===== src/rtl/sr_alu_arb_pkg.sv =====
// Shared ALU opcodes, arbiter FSM states and the stall-counter type.
package sr_alu_arb_pkg;

  typedef enum logic [2:0] {
    ALU_ADD  = 3'b000,
    ALU_OR   = 3'b001,
    ALU_SRL  = 3'b010,
    ALU_SLTU = 3'b011,
    ALU_SUB  = 3'b100,
    ALU_MUL  = 3'b101
  } alu_op_e;

  typedef enum logic [1:0] {
    SR_ARB_IDLE = 2'b00,
    SR_ARB_EXEC = 2'b01,
    SR_ARB_RESP = 2'b10
  } arb_state_e;

  // Multiply stall counter; wide enough for the 0..15 latency range.
  typedef logic [3:0] cnt_t;

endpackage


===== src/rtl/sr_alu_arb_if.sv =====
// Request/response channels of the two ALU requesters plus the shared result bus.
interface sr_alu_arb_if;
  logic        req_valid_0;
  logic        req_ready_0;
  logic [31:0] req_srcA_0;
  logic [31:0] req_srcB_0;
  logic [2:0]  req_oper_0;
  logic        req_valid_1;
  logic        req_ready_1;
  logic [31:0] req_srcA_1;
  logic [31:0] req_srcB_1;
  logic [2:0]  req_oper_1;
  logic        rsp_valid_0;
  logic        rsp_ready_0;
  logic        rsp_valid_1;
  logic        rsp_ready_1;
  logic [31:0] rsp_result;
  logic        rsp_zero;

  // Requester side.
  modport master (
    output req_valid_0, req_srcA_0, req_srcB_0, req_oper_0,
    output req_valid_1, req_srcA_1, req_srcB_1, req_oper_1,
    output rsp_ready_0, rsp_ready_1,
    input  req_ready_0, req_ready_1, rsp_valid_0, rsp_valid_1,
    input  rsp_result, rsp_zero
  );

  // Arbiter side.
  modport slave (
    input  req_valid_0, req_srcA_0, req_srcB_0, req_oper_0,
    input  req_valid_1, req_srcA_1, req_srcB_1, req_oper_1,
    input  rsp_ready_0, rsp_ready_1,
    output req_ready_0, req_ready_1, rsp_valid_0, rsp_valid_1,
    output rsp_result, rsp_zero
  );
endinterface


===== src/rtl/sr_alu_arb_alu.sv =====
// Combinational 32-bit ALU; unused opcodes fall back to ADD.
module sr_alu
  import sr_alu_arb_pkg::*;
(
  input  logic [31:0] srcA,
  input  logic [31:0] srcB,
  input  logic [2:0]  oper,
  output logic        zero,
  output logic [31:0] result
);

  // Operation select and zero detect.
  always_comb begin
    result = srcA + srcB;
    case (oper)
      ALU_OR:   result = srcA | srcB;
      ALU_SRL:  result = srcA >> srcB[4:0];
      ALU_SLTU: result = {31'b0, (srcA < srcB)};
      ALU_SUB:  result = srcA - srcB;
      ALU_MUL:  result = srcA * srcB;
      default:  result = srcA + srcB;
    endcase
    zero = (result == '0);
  end

endmodule


===== src/rtl/sr_alu_arb.sv =====
// Round-robin arbiter sharing one sr_alu between two requesters,
// with registered operands, registered result and an optional multiply stall.
module sr_alu_arb
  import sr_alu_arb_pkg::*;
#(
  parameter int unsigned MUL_LAT = 0,
  parameter bit          RR_INIT = 1'b1
) (
  input  logic           clk,
  input  logic           rst,
  sr_alu_arb_if.slave    bus
);

  localparam cnt_t MUL_CNT = cnt_t'(MUL_LAT);

  arb_state_e  state_q, state_d;
  logic        last_grant_q, last_grant_d;
  logic        owner_q, owner_d;
  cnt_t        cnt_q, cnt_d;
  logic [31:0] opa_q, opa_d;
  logic [31:0] opb_q, opb_d;
  logic [2:0]  op_q, op_d;
  logic [31:0] rsp_result_q, rsp_result_d;
  logic        rsp_zero_q, rsp_zero_d;
  logic        rsp_valid_0_q, rsp_valid_0_d;
  logic        rsp_valid_1_q, rsp_valid_1_d;

  logic        grant_any;
  logic        grant_port;
  logic [2:0]  oper_sel;
  logic [31:0] alu_result;
  logic        alu_zero;

  sr_alu u_alu (
    .srcA   (opa_q),
    .srcB   (opb_q),
    .oper   (op_q),
    .zero   (alu_zero),
    .result (alu_result)
  );

  // Round-robin grant: a lone requester wins, a tie goes to the port not served last.
  always_comb begin
    grant_any  = bus.req_valid_0 | bus.req_valid_1;
    grant_port = (bus.req_valid_0 & bus.req_valid_1) ? ~last_grant_q : bus.req_valid_1;
    oper_sel   = grant_port ? bus.req_oper_1 : bus.req_oper_0;
  end

  // Request ready is combinational in IDLE; forced low while reset is held.
  always_comb begin
    bus.req_ready_0 = ~rst & (state_q == SR_ARB_IDLE) & grant_any & ~grant_port;
    bus.req_ready_1 = ~rst & (state_q == SR_ARB_IDLE) & grant_any &  grant_port;
    bus.rsp_valid_0 = rsp_valid_0_q;
    bus.rsp_valid_1 = rsp_valid_1_q;
    bus.rsp_result  = rsp_result_q;
    bus.rsp_zero    = rsp_zero_q;
  end

  // FSM next-state and datapath capture.
  always_comb begin
    state_d       = state_q;
    last_grant_d  = last_grant_q;
    owner_d       = owner_q;
    cnt_d         = cnt_q;
    opa_d         = opa_q;
    opb_d         = opb_q;
    op_d          = op_q;
    rsp_result_d  = rsp_result_q;
    rsp_zero_d    = rsp_zero_q;
    rsp_valid_0_d = rsp_valid_0_q;
    rsp_valid_1_d = rsp_valid_1_q;
    case (state_q)
      SR_ARB_IDLE: begin
        if (grant_any) begin
          opa_d        = grant_port ? bus.req_srcA_1 : bus.req_srcA_0;
          opb_d        = grant_port ? bus.req_srcB_1 : bus.req_srcB_0;
          op_d         = oper_sel;
          owner_d      = grant_port;
          last_grant_d = grant_port;
          cnt_d        = (oper_sel == ALU_MUL) ? MUL_CNT : '0;
          state_d      = SR_ARB_EXEC;
        end
      end
      SR_ARB_EXEC: begin
        if (cnt_q != '0) begin
          cnt_d = cnt_q - 4'd1;
        end else begin
          rsp_result_d  = alu_result;
          rsp_zero_d    = alu_zero;
          rsp_valid_0_d = ~owner_q;
          rsp_valid_1_d =  owner_q;
          state_d       = SR_ARB_RESP;
        end
      end
      SR_ARB_RESP: begin
        if (owner_q ? bus.rsp_ready_1 : bus.rsp_ready_0) begin
          rsp_valid_0_d = 1'b0;
          rsp_valid_1_d = 1'b0;
          state_d       = SR_ARB_IDLE;
        end
      end
      default: state_d = SR_ARB_IDLE;
    endcase
  end

  // State registers; reset aborts any operation in flight.
  always_ff @(posedge clk or posedge rst) begin
    if (rst) begin
      state_q       <= SR_ARB_IDLE;
      last_grant_q  <= RR_INIT;
      owner_q       <= 1'b0;
      cnt_q         <= '0;
      opa_q         <= '0;
      opb_q         <= '0;
      op_q          <= '0;
      rsp_result_q  <= '0;
      rsp_zero_q    <= 1'b0;
      rsp_valid_0_q <= 1'b0;
      rsp_valid_1_q <= 1'b0;
    end else begin
      state_q       <= state_d;
      last_grant_q  <= last_grant_d;
      owner_q       <= owner_d;
      cnt_q         <= cnt_d;
      opa_q         <= opa_d;
      opb_q         <= opb_d;
      op_q          <= op_d;
      rsp_result_q  <= rsp_result_d;
      rsp_zero_q    <= rsp_zero_d;
      rsp_valid_0_q <= rsp_valid_0_d;
      rsp_valid_1_q <= rsp_valid_1_d;
    end
  end

endmodule


===== src/flat_wrapper.sv =====
// flat-port wrapper written by rule: the top's interface ports become plain ports
module sr_alu_arb_flat import sr_alu_arb_pkg::*;
#(
  parameter int unsigned MUL_LAT = 0,
  parameter bit          RR_INIT = 1'b1
)
  (clk, rst, bus_req_valid_0, bus_req_srcA_0, bus_req_srcB_0, bus_req_oper_0, bus_req_valid_1, bus_req_srcA_1, bus_req_srcB_1, bus_req_oper_1, bus_rsp_ready_0, bus_rsp_ready_1, bus_req_ready_0, bus_req_ready_1, bus_rsp_valid_0, bus_rsp_valid_1, bus_rsp_result, bus_rsp_zero);
  sr_alu_arb_if bus_i ();
  input  logic clk;
  input  logic rst;
  input wire logic [$bits(bus_i.req_valid_0)-1:0] bus_req_valid_0;
  input wire logic [$bits(bus_i.req_srcA_0)-1:0] bus_req_srcA_0;
  input wire logic [$bits(bus_i.req_srcB_0)-1:0] bus_req_srcB_0;
  input wire logic [$bits(bus_i.req_oper_0)-1:0] bus_req_oper_0;
  input wire logic [$bits(bus_i.req_valid_1)-1:0] bus_req_valid_1;
  input wire logic [$bits(bus_i.req_srcA_1)-1:0] bus_req_srcA_1;
  input wire logic [$bits(bus_i.req_srcB_1)-1:0] bus_req_srcB_1;
  input wire logic [$bits(bus_i.req_oper_1)-1:0] bus_req_oper_1;
  input wire logic [$bits(bus_i.rsp_ready_0)-1:0] bus_rsp_ready_0;
  input wire logic [$bits(bus_i.rsp_ready_1)-1:0] bus_rsp_ready_1;
  output wire logic [$bits(bus_i.req_ready_0)-1:0] bus_req_ready_0;
  output wire logic [$bits(bus_i.req_ready_1)-1:0] bus_req_ready_1;
  output wire logic [$bits(bus_i.rsp_valid_0)-1:0] bus_rsp_valid_0;
  output wire logic [$bits(bus_i.rsp_valid_1)-1:0] bus_rsp_valid_1;
  output wire logic [$bits(bus_i.rsp_result)-1:0] bus_rsp_result;
  output wire logic [$bits(bus_i.rsp_zero)-1:0] bus_rsp_zero;
  assign bus_i.req_valid_0 = bus_req_valid_0;
  assign bus_i.req_srcA_0 = bus_req_srcA_0;
  assign bus_i.req_srcB_0 = bus_req_srcB_0;
  assign bus_i.req_oper_0 = bus_req_oper_0;
  assign bus_i.req_valid_1 = bus_req_valid_1;
  assign bus_i.req_srcA_1 = bus_req_srcA_1;
  assign bus_i.req_srcB_1 = bus_req_srcB_1;
  assign bus_i.req_oper_1 = bus_req_oper_1;
  assign bus_i.rsp_ready_0 = bus_rsp_ready_0;
  assign bus_i.rsp_ready_1 = bus_rsp_ready_1;
  assign bus_req_ready_0 = bus_i.req_ready_0;
  assign bus_req_ready_1 = bus_i.req_ready_1;
  assign bus_rsp_valid_0 = bus_i.rsp_valid_0;
  assign bus_rsp_valid_1 = bus_i.rsp_valid_1;
  assign bus_rsp_result = bus_i.rsp_result;
  assign bus_rsp_zero = bus_i.rsp_zero;
  sr_alu_arb #(.MUL_LAT(MUL_LAT), .RR_INIT(RR_INIT)) u_core (.clk(clk), .rst(rst), .bus(bus_i));
endmodule

===== config.mk =====
export PLATFORM = sky130hd
export DESIGN_NAME = sr_alu_arb_flat
export DESIGN_NICKNAME = d
export VERILOG_FILES = /design/src/rtl/sr_alu_arb_pkg.sv /design/src/rtl/sr_alu_arb_if.sv /design/src/rtl/sr_alu_arb_alu.sv /design/src/rtl/sr_alu_arb.sv /design/src/flat_wrapper.sv
export SDC_FILE = /design/constraint.sdc
export NUM_CORES = 2
export LEC_CHECK = 0
export ABC_AREA = 1
export CORE_MARGIN = 2
export CORE_UTILIZATION = 30
export CTS_CLUSTER_SIZE = 30
export DETAILED_ROUTE_END_ITERATION = 6
export HOLD_SLACK_MARGIN = 0.08
export PLACE_DENSITY = 0.47
export SLEW_MARGIN = 20
export SYNTH_ARGS = -nofsm -noshare
export SYNTH_HDL_FRONTEND = slang
export SYNTH_SLANG_ARGS = --single-unit

===== constraint.sdc =====
create_clock -name clk -period 11.4 [get_ports clk]
set_clock_uncertainty 0.1 [all_clocks]
set_input_delay 2.28 -clock clk [delete_from_list [all_inputs] [get_ports clk]]
set_output_delay 2.28 -clock clk [all_outputs]
set_load 0.01 [all_outputs]

After elaboration in Yosys (flattened, before gate mapping)
Cells that the tools add are included.
Widths: inputs -> output; s select.
{ "word_totals": {"ff_bits": 110, "input_bits": 140, "out_inout_bits": 37, "wordCells": 68} }
{ "classes": {"addsub": 3, "n_mul": 1, "magnitude_cmp": 1, "eq_ne": 11, "n_shift": 1, "n_mux": 18, "bitwise_logic": 12, "reduce_logical": 10} }
{ "op_table": {"columns": ["cell", "count"], "rows": [
  ["$pmux 32 s5", 1],
  ["$mux 32", 2],
  ["$add 32x32->32", 1],
  ["$logic_not 32->1", 1],
  ["$lt 32x32->1", 1],
  ["$mul 32x32->32", 1],
  ["$or 32x32->32", 1],
  ["$shr 32x5->32", 1],
  ["$sub 32x32->32", 1],
  ["$reduce_and 3->1", 3],
  ["$mux 4", 2],
  ["$pmux 4 s2", 1],
  ["$eq 3x2->1 const B", 2],
  ["$eq 3x3->1 const B", 2],
  ["$mux 2", 3],
  ["$ne 2x1->1 const B", 3],
  ["$pmux 2 s3", 1],
  ["$and 1x1->1", 5],
  ["$mux 1", 5],
  ["$not 1->1", 5],
  ["$pmux 1 s2", 2],
  ["$reduce_and 2->1", 2],
  ["$reduce_bool 2->1", 2],
  ["$reduce_bool 4->1", 1],
  ["other kinds (8)", 8]
]} }

Longest topological paths before layout
{ "depth": {"depth_word": 4, "mapped_depth": 36} }

Cells and area by module
From an unflattened synthesis, not the netlist that was laid out.
{ "hier_totals": {"hier_cells": 4187, "hier_area_um2": 28803.9} }
{ "modules_own_cells": {"columns": ["mod", "n_inst", "cells_each", "area_per_inst_um2", "seq_area_each_um2"], "rows": [
  ["sr_alu", 1, 3617, 23836.6, 0.0],
  ["sr_alu_arb", 1, 570, 4967.3, 2753.9]
]} }

Worst setup path after synthesis
OpenSTA, ideal clock, no wires.
{ "synth_timing": {"path_type": "register to register", "startpoint": "register u_core.opb_q[2]", "endpoint": "register u_core.rsp_zero_q (netlist: u_core.bus.rsp_zero)", "t_arrival_ps": 7523, "required_time_ps": 11234, "path_slack_ps": 3712, "stages_incl_launch_ff": 31, "path_buffers": 4, "synth_period_minus_slack_ps": 7688, "path_cell_list": "dfrtp_1 > clkbuf_1 > clkbuf_1 > clkbuf_1 > buf_1 > nand2_1 > fa_1 > inv_1 > fa_1 > inv_1 > fa_1 > fa_1 > inv_1 > fa_1 > fa_1 > fa_1 > fa_1 > ha_1 > a21oi_1 > o21a_1 > a21boi_0 > nand3_1 > or2_2 > nand3_1 > nand3_1 > nand3b_1 > nor2_1 > nand2_1 > nor3_2 > nand4_1 > nand2_1"} }
{ "synth_via": {"elab_chain_len": 3, "word_cells_on_any_way": 8} }
{ "synth_lines": {"columns": ["item", "line_no", "source"], "rows": [
  ["start, declared", "sr_alu_arb.sv:21", "logic [31:0] opb_q, opb_d;"],
  ["start signal, assigned", "sr_alu_arb.sv:126", "opb_q <= opb_d;"],
  ["$mul 32x32->32 (tied with other cells)", "sr_alu_arb_alu.sv:20", "ALU_MUL: result = srcA * srcB;"],
  ["$pmux 32 s5 (*)", "sr_alu_arb_alu.sv:15", "case (oper)"],
  ["$logic_not 32->1 (*)", "sr_alu_arb_alu.sv:23", "zero = (result == '0);"],
  ["end signal, assigned", "sr_alu_arb.sv:129", "rsp_zero_q <= rsp_zero_d;"],
  ["end, declared", "sr_alu_arb.sv:24", "logic rsp_zero_q, rsp_zero_d;"]
]} }
Every way passes the cells marked *; elsewhere a longest branch is shown, timed or not.
A chain may end at the register's enable or synchronous reset.

Worst setup path in the final report
Same ends and word-level chain as after synthesis.

==> results.yml <==
timing:
  finalSetupTns_ns: 0
  max-slew-margin-rel_pct: 27.9
  fin_crit_sh_pct: 73.4
  fmax_mhz: 120
  rsz0062_at_grt: "false"
  min_period_ns: 8.36
  tightest_slew_ns: 1.08
  slew_viol_final: 0
  setup_viol: 0
  hold_violations: 0
critical_path:
  max_stage_delay_ns: 0.76
  crit_family: "adder cells"
  setup.worst_path.end_class: "register"
  slowest_stage: "dfrtp_2"
  cp_num_buf_inv: 4
  crit_top_cell: "fa_1"
  path_class: "register to register"
  worst_ep_arrival_time_ns: 8.63
  required_ns: 11.67
  critPathLaunchType: "register"
  worstPathMaxFanout: 39
clock_tree:
  numCtsBuffers: 9
  clock_latency_ns: 0.43
  cts-resized-gates: 0
  clk_pin_slew_worst_paths_ns: 0.10
  tritoncts: "done"
  cts.path.max_buffers: 2
  root_buffer: "clkbuf_16"
  holdBufCountCts: 0
  htree_levels: 3
  cts_num_sinks: 110
  post-cts-setup-buffers: 0
logic_synthesis:
  ys_types: 58
  synth_xor_area_share_pct: 1.23
  synth_ff_type: "dfrtp_1"
  synth_seq_cells: 110
  postSynthAreaPerCell_um2: 6.96
  synth_compound_area_share_pct: 11.7
  synth-edff-count: 0
  syn_nets: 4772
  syn_inst: 4002
  yosysWarnings: 0
  ys_async_sr_fraction_pct: 100
  synth_largest_area_cell: "fa_1"
  synthMuxAreaShare_pct: 0.359
  ys_top_cells_by_area: "fa_1 29%, nand2_1 14%, inv_1 13%"
  yosys.area_share.simple_pct: 21.8
  synth.yosys.seq_area_share_pct: 9.89
  synth.top_cell.area_share_pct: 29.5
  synth_top_family_by_area: "adder cells"
  synthAdderAreaFrac_pct: 39.4
  synth_area_um2: 27900
die:
  die_h_um: 309
  rows: 111
  die_area_um2: 95300
  die_width_um: 309
  fp.coreArea_um2: 91800
  initial_core_util_pct: 30.3
  io_pins: 177
route:
  detail-route-antenna-nets: 0
  wire_per_inst_um: 22.3
  vias_per_cell: 4.91
  first_iter_violations: 2030
  vias: 26100
  dr.pass1.iters: 5
  drcViolationCount: 0
  drt_wl_total_um: 118000
global_routing:
  grt_start_max_net_pins: 90
  grt_pass1_vias: 26500
  gr-total-overflow: 0
  grt_pass1_wl_um: 175000
  antenna_found_initial: 5
  track_usage_pct: 25.0
placement:
  gp_congestion: 1.02
  portBuffers: 176
  hpwlAfterDp_um: 94200
  placedCellCount: 5291
  place_area_um2: 30800
layout:
  synthToLayoutAreaGrowth_pct: 11.7
  fin_area_um2: 31100
  drive_above_1_share_pct: 3.03
  fin_util_pct: 33.9
  nets: 4829
  fin_cells: 5308
hold_path:
  hold_path_class: "register to register"
run_status:
  status: "completed"
run:
  drv_cap: 0
cell families after synthesis:
group	Yosys count
fa+ha+maj	630
xor+xnor	39
simple gates	1506
mux	10
buf+inv	1135
flops	110
compound gates	572
worst reg2reg max path: cells and delay by family, from the launching register on:
family / cells / cell delay (ns)
compound gates: 4 / 0.76
buf+inv: 4 / 0.70
simple gates: 11 / 1.66
fa+ha+maj: 9 / 4.33
flops: 1 / 0.76
cell usage after synthesis (26+ instances only):
library cell / instances
fa_1: 410
clkbuf_1: 105
nand2_1: 1002
o21ai_0: 219
ha_1: 220
nand4_1: 26
nand3_1: 125
o22ai_1: 69
xor2_1: 31
a21oi_1: 155
inv_1: 931
dfrtp_1: 109
nor2_1: 282
buf_1: 38
buf_2: 39
placed cells by master (no fill, tap or decap), types with 4 or more instances in the layout:
master           netlist  routed
o211ai_1              11      11
a31oi_1               13      13
mux2i_1               10      10
o21bai_1              12      12
dfrtp_2                0       5
fa_1                 410     410
o2111ai_1              5       5
o221ai_1               7       7
o21ai_1               18      19
a21oi_1              155     155
or2_2                 13      13
nand4_1               26      26
o21a_1                19      19
clkinv_1               5       5
clkbuf_16              0       9
nor2_1               282     282
xor2_1                31      31
o21ai_0              219     218
a21o_1                15      15
nor3_1                20      20
dfrtp_1              109     104
nand3b_1              14      14
nor4_1                 4       4
buf_4                  4      63
clkdlybuf4s50_1        0     176
ha_1                 220     220
inv_1                931     929
inv_2                  6       6
nand3_1              125     125
xnor2_1                8       8
a211oi_1               6       6
o22ai_1               69      69
nand2_1             1002    1002
metal layers:
layer / GRT usage (%) / up-vias / wire length (µm)
li1: - / 12200 / -
met1: 34.9 / 12800 / 53300
met2: 39.8 / 927 / 52500
met3: 3.69 / 145 / 8240
met4: 7.58 / 6 / 4010
met5: 0 / - / 39
area by class of cell:
cell class / count / area [µm²]
repair buffers: 239 / 2230
flip-flops and latches: 110 / 2760
fillers: 10000 / 60700
clock inverters: 7 / 66.3
clock buffers: 9 / 225
inverters: 942 / 3540
multi-input cells: 2757 / 20700
diodes: 1 / 2.50
well taps: 1243 / 1560
stage by stage:
step | setup slack [ns] | hold WS [ns]
global route | 2.69 | 0.403
CTS | 3.09 | 0.376
finish | 3.04 | 0.375
floorplan | 3.71 | 0.348
detailed placement | 3.10 | 0.366
global placement | 3.10 | 0.359
state kept, by name, indices dropped and copies added, names as in the netlist:
register                count
u_core.bus.rsp_zero         1
u_core.owner_q              1
u_core.opb_q               32
u_core.opa_q               32
u_core.cnt_q                4
u_core.bus.rsp_valid_0      1
u_core.bus.rsp_result      32
u_core.state_q              2
u_core.bus.rsp_valid_1      1
u_core.op_q                 3
u_core.last_grant_q         1
worst paths after layout:
path / from / end / slack, ns / depth (start not counted)
max: u_core.opb_q[2]$_DFFE_PP0P_ / u_core.bus.rsp_zero$_DFFE_PP0P_ / 3.04 / 28
min: u_core.last_grant_q$_DFFE_PP1P_ / u_core.last_grant_q$_DFFE_PP1P_ / 0.37 / 2
max reg2reg: u_core.opb_q[2]$_DFFE_PP0P_ / u_core.bus.rsp_zero$_DFFE_PP0P_ / 3.04 / 28
min reg2reg: u_core.last_grant_q$_DFFE_PP1P_ / u_core.last_grant_q$_DFFE_PP1P_ / 0.37 / 2
max in group asynchronous: rst / u_core.opb_q[3]$_DFFE_PP0P_ / 7.46 / 3
min in group asynchronous: rst / u_core.opb_q[16]$_DFFE_PP0P_ / 2.33 / 2
Power is left out: the tool's default activity adds up to more than one toggle a clock period on the data nets, which glitch-free logic cannot reach.
